## config.mk

```make
export PLATFORM = sky130hd
export DESIGN_NAME = uw_phase_tracker
export DESIGN_NICKNAME = d
export VERILOG_FILES = /design/src/rtl/uw_phase_tracker.sv
export SDC_FILE = /design/constraint.sdc
export NUM_CORES = 1
export LEC_CHECK = 0
export ABC_AREA = 1
export BUFFER_PORTS_ARGS = -buffer_cell sky130_fd_sc_hd__buf_2
export CORE_ASPECT_RATIO = 1.1
export CORE_UTILIZATION = 45
export CTS_CLUSTER_SIZE = 40
export DETAILED_ROUTE_END_ITERATION = 10
export GPL_TIMING_DRIVEN = 0
export PLACE_DENSITY = 0.64
export SYNTH_ARGS = -nofsm -noshare
export SYNTH_HDL_FRONTEND = slang
export SYNTH_SLANG_ARGS = --single-unit
```

## constraint.sdc

```tcl
create_clock -name clk -period 9.64 [get_ports clk]
set_clock_uncertainty 0.1 [all_clocks]
set_input_delay 0.482 -clock clk [delete_from_list [all_inputs] [get_ports clk]]
set_output_delay 0.482 -clock clk [all_outputs]
set_load 0.01 [all_outputs]
```

## src/rtl/uw_phase_tracker.sv

```systemverilog
// Unique-word correlator with QPSK phase-ambiguity resolution and frame flywheel.
// A sliding window is scored against all four rotations of the UW; the best rotation qualifies a hit.
//
// state  | meaning
// SEARCH | every full window above threshold is reported and acquires lock
// LOCKED | only the window at the expected frame position is evaluated
module uw_phase_tracker #(
    parameter int UW_LEN    = 16,
    parameter int IDX_W     = 14,
    parameter int SCORE_W   = $clog2(UW_LEN + 1),
    parameter int THRESH    = 14,
    parameter int FRAME_LEN = 64,
    parameter int MISS_MAX  = 3
) (
    input  logic                  clk,
    input  logic                  rst_n,
    input  logic [2*UW_LEN-1:0]   uw_pattern,
    input  logic [1:0]            sym_in,
    input  logic                  sym_valid,
    input  logic                  flush,
    output logic                  uw_hit,
    output logic [1:0]            best_rot,
    output logic [IDX_W-1:0]      match_index,
    output logic [SCORE_W-1:0]    score,
    output logic                  locked,
    output logic                  lock_lost
);

    localparam int FILL_W = $clog2(UW_LEN + 1);
    localparam int FCNT_W = $clog2(FRAME_LEN);
    localparam int MISS_W = $clog2(MISS_MAX + 1);

    localparam logic [0:0] SEARCH = 1'b0;
    localparam logic [0:0] LOCKED = 1'b1;

    logic [2*UW_LEN-1:0]        win;
    logic [2*UW_LEN-1:0]        win_next;
    logic [FILL_W-1:0]          fill_cnt;
    logic [IDX_W-1:0]           sym_idx;
    logic                       s1_vld;
    logic                       s1_full;
    logic [IDX_W-1:0]           s1_idx;
    logic [3:0][SCORE_W-1:0]    s1_score;
    logic [3:0][SCORE_W-1:0]    score_next;
    logic [1:0]                 best_r;
    logic [SCORE_W-1:0]         best_s;
    logic                       qualified;
    logic [0:0]                 state;
    logic [FCNT_W-1:0]          frame_cnt;
    logic [MISS_W-1:0]          miss_cnt;

    // Gray-coded constellation: position index and symbol share the same mapping both ways.
    function automatic logic [1:0] rot_sym(input logic [1:0] s, input logic [1:0] r);
        logic [1:0] p;
        p = {s[1], s[1] ^ s[0]} + r;
        return {p[1], p[1] ^ p[0]};
    endfunction

    // Newest symbol enters at the top so window position j lines up with UW symbol j.
    assign win_next = {sym_in, win[2*UW_LEN-1:2]};

    always_comb begin
        score_next = '0;
        for (int r = 0; r < 4; r++) begin
            for (int j = 0; j < UW_LEN; j++) begin
                if (win_next[2*j +: 2] == rot_sym(uw_pattern[2*j +: 2], 2'(r)))
                    score_next[r] = score_next[r] + SCORE_W'(1);
            end
        end
    end

    always_comb begin
        best_r = 2'd0;
        best_s = s1_score[0];
        for (int r = 1; r < 4; r++) begin
            if (s1_score[r] > best_s) begin
                best_r = 2'(r);
                best_s = s1_score[r];
            end
        end
    end

    assign qualified = s1_vld && s1_full && (best_s >= SCORE_W'(THRESH));
    assign locked    = (state == LOCKED);

    always_ff @(posedge clk or negedge rst_n) begin
        if (!rst_n) begin
            win      <= '0;
            fill_cnt <= '0;
            sym_idx  <= '0;
            s1_vld   <= 1'b0;
            s1_full  <= 1'b0;
            s1_idx   <= '0;
            s1_score <= '0;
        end else if (flush) begin
            win      <= '0;
            fill_cnt <= '0;
            sym_idx  <= '0;
            s1_vld   <= 1'b0;
            s1_full  <= 1'b0;
            s1_idx   <= '0;
            s1_score <= '0;
        end else begin
            s1_vld <= sym_valid;
            if (sym_valid) begin
                win      <= win_next;
                sym_idx  <= sym_idx + IDX_W'(1);
                s1_idx   <= sym_idx;
                s1_score <= score_next;
                s1_full  <= (fill_cnt >= FILL_W'(UW_LEN - 1));
                if (fill_cnt != FILL_W'(UW_LEN))
                    fill_cnt <= fill_cnt + FILL_W'(1);
            end
        end
    end

    always_ff @(posedge clk or negedge rst_n) begin
        if (!rst_n) begin
            state       <= SEARCH;
            frame_cnt   <= '0;
            miss_cnt    <= '0;
            uw_hit      <= 1'b0;
            lock_lost   <= 1'b0;
            best_rot    <= '0;
            match_index <= '0;
            score       <= '0;
        end else if (flush) begin
            state       <= SEARCH;
            frame_cnt   <= '0;
            miss_cnt    <= '0;
            uw_hit      <= 1'b0;
            lock_lost   <= 1'b0;
            best_rot    <= '0;
            match_index <= '0;
            score       <= '0;
        end else begin
            uw_hit    <= 1'b0;
            lock_lost <= 1'b0;
            if (s1_vld) begin
                case (state)
                    SEARCH: begin
                        if (qualified) begin
                            uw_hit      <= 1'b1;
                            best_rot    <= best_r;
                            score       <= best_s;
                            match_index <= s1_idx - IDX_W'(UW_LEN - 1);
                            state       <= LOCKED;
                            miss_cnt    <= '0;
                            frame_cnt   <= FCNT_W'(FRAME_LEN - 1);
                        end
                    end
                    default: begin
                        // Frame counter counts evaluated windows down to the expected UW position.
                        if (frame_cnt != '0) begin
                            frame_cnt <= frame_cnt - FCNT_W'(1);
                        end else if (qualified) begin
                            uw_hit      <= 1'b1;
                            best_rot    <= best_r;
                            score       <= best_s;
                            match_index <= s1_idx - IDX_W'(UW_LEN - 1);
                            miss_cnt    <= '0;
                            frame_cnt   <= FCNT_W'(FRAME_LEN - 1);
                        end else if (miss_cnt == MISS_W'(MISS_MAX - 1)) begin
                            lock_lost <= 1'b1;
                            state     <= SEARCH;
                            miss_cnt  <= '0;
                        end else begin
                            miss_cnt  <= miss_cnt + MISS_W'(1);
                            frame_cnt <= FCNT_W'(FRAME_LEN - 1);
                        end
                    end
                endcase
            end
        end
    end

endmodule
```

==> results.md <==
- Across the VDD grid, the largest voltage drop is 140 uV.
- For this run, the top clock speed supported by timing is 0.115 GHz.
- The number of failing hold endpoints at the final stage is 0.
- The floorplan step set the die height to 189 microns.
- Port buffering added 61 buffers.
- The post-detailed-route via-to-cell ratio is 4.97.
- For met1 alone, demand over resource in global routing was 27.2%.
- Row generation in the floorplan step produced 68 rows.
- The total setup buffers inserted after CTS is 0.
- The final HPWL from detailed placement is 27.8 mm.
- The worst hold path belongs to the class primary input to register.
- The average cell area after synthesis is 6.03 sq um.
- The number of top-level pins is 62.
- The biggest fanout along the worst timing path is 4.
- The fraction of registers with async set/reset is 100%.
- The total negative setup slack is 0 ns.
- At the end of the flow, the number of nets in the layout was 2572.
- By instance count, the cell type seen most on the critical path is nand2_1.
- Once the floorplan was initialized, standard cells occupied 45.7% of the core.
- The via count of the first global-routing pass is 13745.
- The gate count after technology mapping is 2371.
- Global routing consumed, on the met3 layer, 2.49% of the routing resources.
- The peak-usage layer in the global routing report is met2.
- Buffers inserted during clock tree synthesis total 17.
- In this run the biggest area consumer among cell types represents 20.5% of the synthesized area.
- The number of antenna violations at the first check in global routing came to 0.
- After the first detailed-routing iteration, the DRC count stood at 640.
- Counting buffers and inverters, the worst setup path is 52 cells deep.
- The die covers 32500 sq um.
- Max-cap violations in this run came to 0.
- The global-route met2 utilization is 40.3%.
- The worst setup path is of the register to register kind.
- The number of enable-type register cells in the synthesized netlist is 0.
- The type of element capturing the critical path is a register.
- The area growth from synthesis to layout is 10.2%.
- The worst reg2reg path depth is 52.
- The worst-case clock buffer depth is 2.
- The kind of cell with the highest combined delay along the critical path is simple AND/OR/NAND/NOR gates.
- The H-tree was split into 4 levels.
- By area the synthesized netlist is led by dfrtp_1 (20%), nand2_1 (19%), nand3_1 (10%), inv_1 (10%), ha_1 (7.1%).
- The final critical-path share of the clock period is 90.5%.
- Setup repair after global routing left no endpoint under its margin.
- The area of the core region is 31300 sq um.
- The sequential area share after synthesis is 20.5%.
- The power density normalized to cell area is 146 nW/um^2.
- The iteration count of the initial detailed-routing pass is 5.
- The worst hold path was traced through 3 stages.
- The TritonCTS clock tree is done.
- The top flip-flop cell by instance count after synthesis is dfrtp_1.
- Data arrives at the worst endpoint at 8.95 ns.
- For this run, design rule violations remaining after detail routing come to 0.
- The run finished with clean final reports.
- The area of the mapped netlist is 14300 sq um.
- The slowest cell on the critical path is dfrtp_1.
- The placer congestion estimate is 0.834.
- Dividing the detail-routed wire length by the instance count gives 11.8 microns.
- The number of inserted diodes is 0.
- The total wirelength of the detailed-routed design is 33.9 mm.
- The post-synthesis net count is 2490.
- Clock-pin slew was measured on the worst setup and hold paths at 0.06 ns.
- The longest individual stage delay on the worst path is 0.41 ns.
- Among all cell types in the netlist, the one instantiated most often is nand2_1.
- The slew at the pin closest to its max-slew limit is 0.877 ns.
- The synthesized design contains 117 register bits.
- The first global-routing pass estimated 59.6 mm of wire.
- The pin count of the biggest net entering global routing is 90.
- The smallest clock period supported by the final layout is computed as 8.72 ns.
- Data on the critical path is required at its endpoint by 9.86 ns.
- Counting both buffers and inverters, the worst setup path holds a total of 9.
- The analysis attributes to cell leakage a power of 8.93 nW.
- The category of the worst setup path launch point is a register.
- The CTS root buffer is clkbuf_16.
- Setup violations remaining at the end of the flow were counted as 0.
- The vias after detailed routing is 14344.
- The floorplan step set the die width to 172 microns.
- The unique cell type count in the Yosys netlist is 47.
- After synthesis, the most frequently instantiated cells are nand2_1 (732), inv_1 (392), nand3_1 (298).
- The share of post-route cells with drive strength above 1 is 13.3%.
- The total power consumption of the routed design is 2.29 mW.
- The total of warnings raised by yosys is 0.
- The global routing usage summed across all routing layers is 22.3%.
- The post-route antenna net violation count is 0.
- The biggest area contributor in the post-synthesis netlist is dfrtp_1.
- The clock reaches the later pin of the worst-skew pair after 0.44 ns.
- The worst pin sits at a relative slew slack of 41.5%.
- The number of pins with negative max-slew slack in the final report came to 0.
- The clock net in this run drives a total of 117 sinks.
- Counting the fill cells in the layout gives 3307.
- The global-route congestion overflow total is 0.
worst min-delay path, delay by kind of cell:
family / cells / cell delay [ns]
AOI/OAI and AO/OA: 1 / 0.06
and+or+nand+nor: 1 / 0.05
buffers and inverters: 1 / 0.12
report_power, final:
group | switching, mW | internal, mW | leakage, nW | total [mW]
clock | 0.276 | 0.368 | 0.281 | 0.644
combinational | 0.771 | 0.361 | 7.03 | 1.13
sequential | 0.0107 | 0.507 | 1.62 | 0.518
total | 1.06 | 1.24 | 8.93 | 2.29
registers in the layout, summed over array words and instances (netlist names), 5 cells and up:
| name | flops |
|---|---|
| win | 30 |
| s1_score | 20 |
| sym_idx | 14 |
| match_index | 14 |
| fill_cnt | 5 |
| s1_idx | 14 |
| frame_cnt | 6 |
| score | 5 |
area by class of cell:
class	instances	area, sq um	area share [%]
tap	420	526	3.33
inverter	432	1620	10.3
clock inverter	14	140	0.889
timing repair buffer	63	349	2.21
clock buffer	18	439	2.79
buffer	22	96.3	0.611
sequential	117	2930	18.6
multi-input combinational	1800	9660	61.3
stage by stage:
step | utilization [%] | hold WS [ns] | cell area [sq um] | std cells | setup slack (ns)
floorplan | - | 0.0864 | 14300 | 2371 | 1.86
CTS | 50.3 | 0.201 | 15800 | 2886 | 0.879
global placement | 48.3 | 0.341 | 15100 | 2852 | 0.981
finish | 50.3 | 0.218 | 15800 | 2886 | 0.916
global route | 50.3 | 0.237 | 15800 | 2886 | 0.0809
detailed placement | 48.4 | 0.290 | 15200 | 2853 | 0.698
path summary, 6_finish.rpt:
check / slack (ns) / to / start
min reg2reg: 0.36 / sym_idx[13]$_DFFE_PN0P_ / sym_idx[13]$_DFFE_PN0P_
min in group asynchronous: 0.40 / win[3]$_DFFE_PN0P_ / rst_n
max in group asynchronous: 8.27 / s1_score[2]$_DFFE_PN0P_ / rst_n
max reg2reg: 0.92 / s1_score[19]$_DFFE_PN0P_ / win[2]$_DFFE_PN0P_
max: 0.92 / s1_score[19]$_DFFE_PN0P_ / win[2]$_DFFE_PN0P_
min: 0.22 / win[31]$_DFFE_PN0P_ / sym_in[1]
routing by layer:
layer	vias to the layer above	wire length, microns
met3	43	814
met5	-	0
met4	0	688
met1	6473	15700
met2	163	16700
li1	7665	-
placed cells by master (no fill, tap or decap), types with 18 or more instances in the layout:
master / synthesis / final
nor2_1: 170 / 170
nand3_2: 34 / 34
inv_1: 392 / 392
o21ai_0: 82 / 82
dfrtp_1: 117 / 117
nor3_1: 18 / 18
xnor2_1: 20 / 20
ha_1: 81 / 81
o22ai_1: 46 / 46
inv_2: 37 / 37
or2_2: 24 / 24
nand3_1: 298 / 298
nand2_1: 732 / 732
nand2_4: 39 / 39
xor2_1: 54 / 54
buf_2: 1 / 61
nand2_2: 64 / 64
a21oi_1: 29 / 29
o21ai_1: 18 / 18
what timing repair did:
action | CTS | global route
gates resized for setup | 0 | 1
hold buffers | 1 | 0
endpoints found under the hold margin | 28 | 0
setup endpoints to repair | 0 | 1
logic make-up after synthesis:
group,Yosys count,share of synthesized area (%)
DFF,117,20.5
buffers and inverters,454,12.0
adders and majority gates,81,7.09
xor gates and xnor gates,75,4.65
and+or+nand+nor,1447,48.1
AOI/OAI and AO/OA,197,7.69
Note: power is estimated with default switching activity, not from simulation.
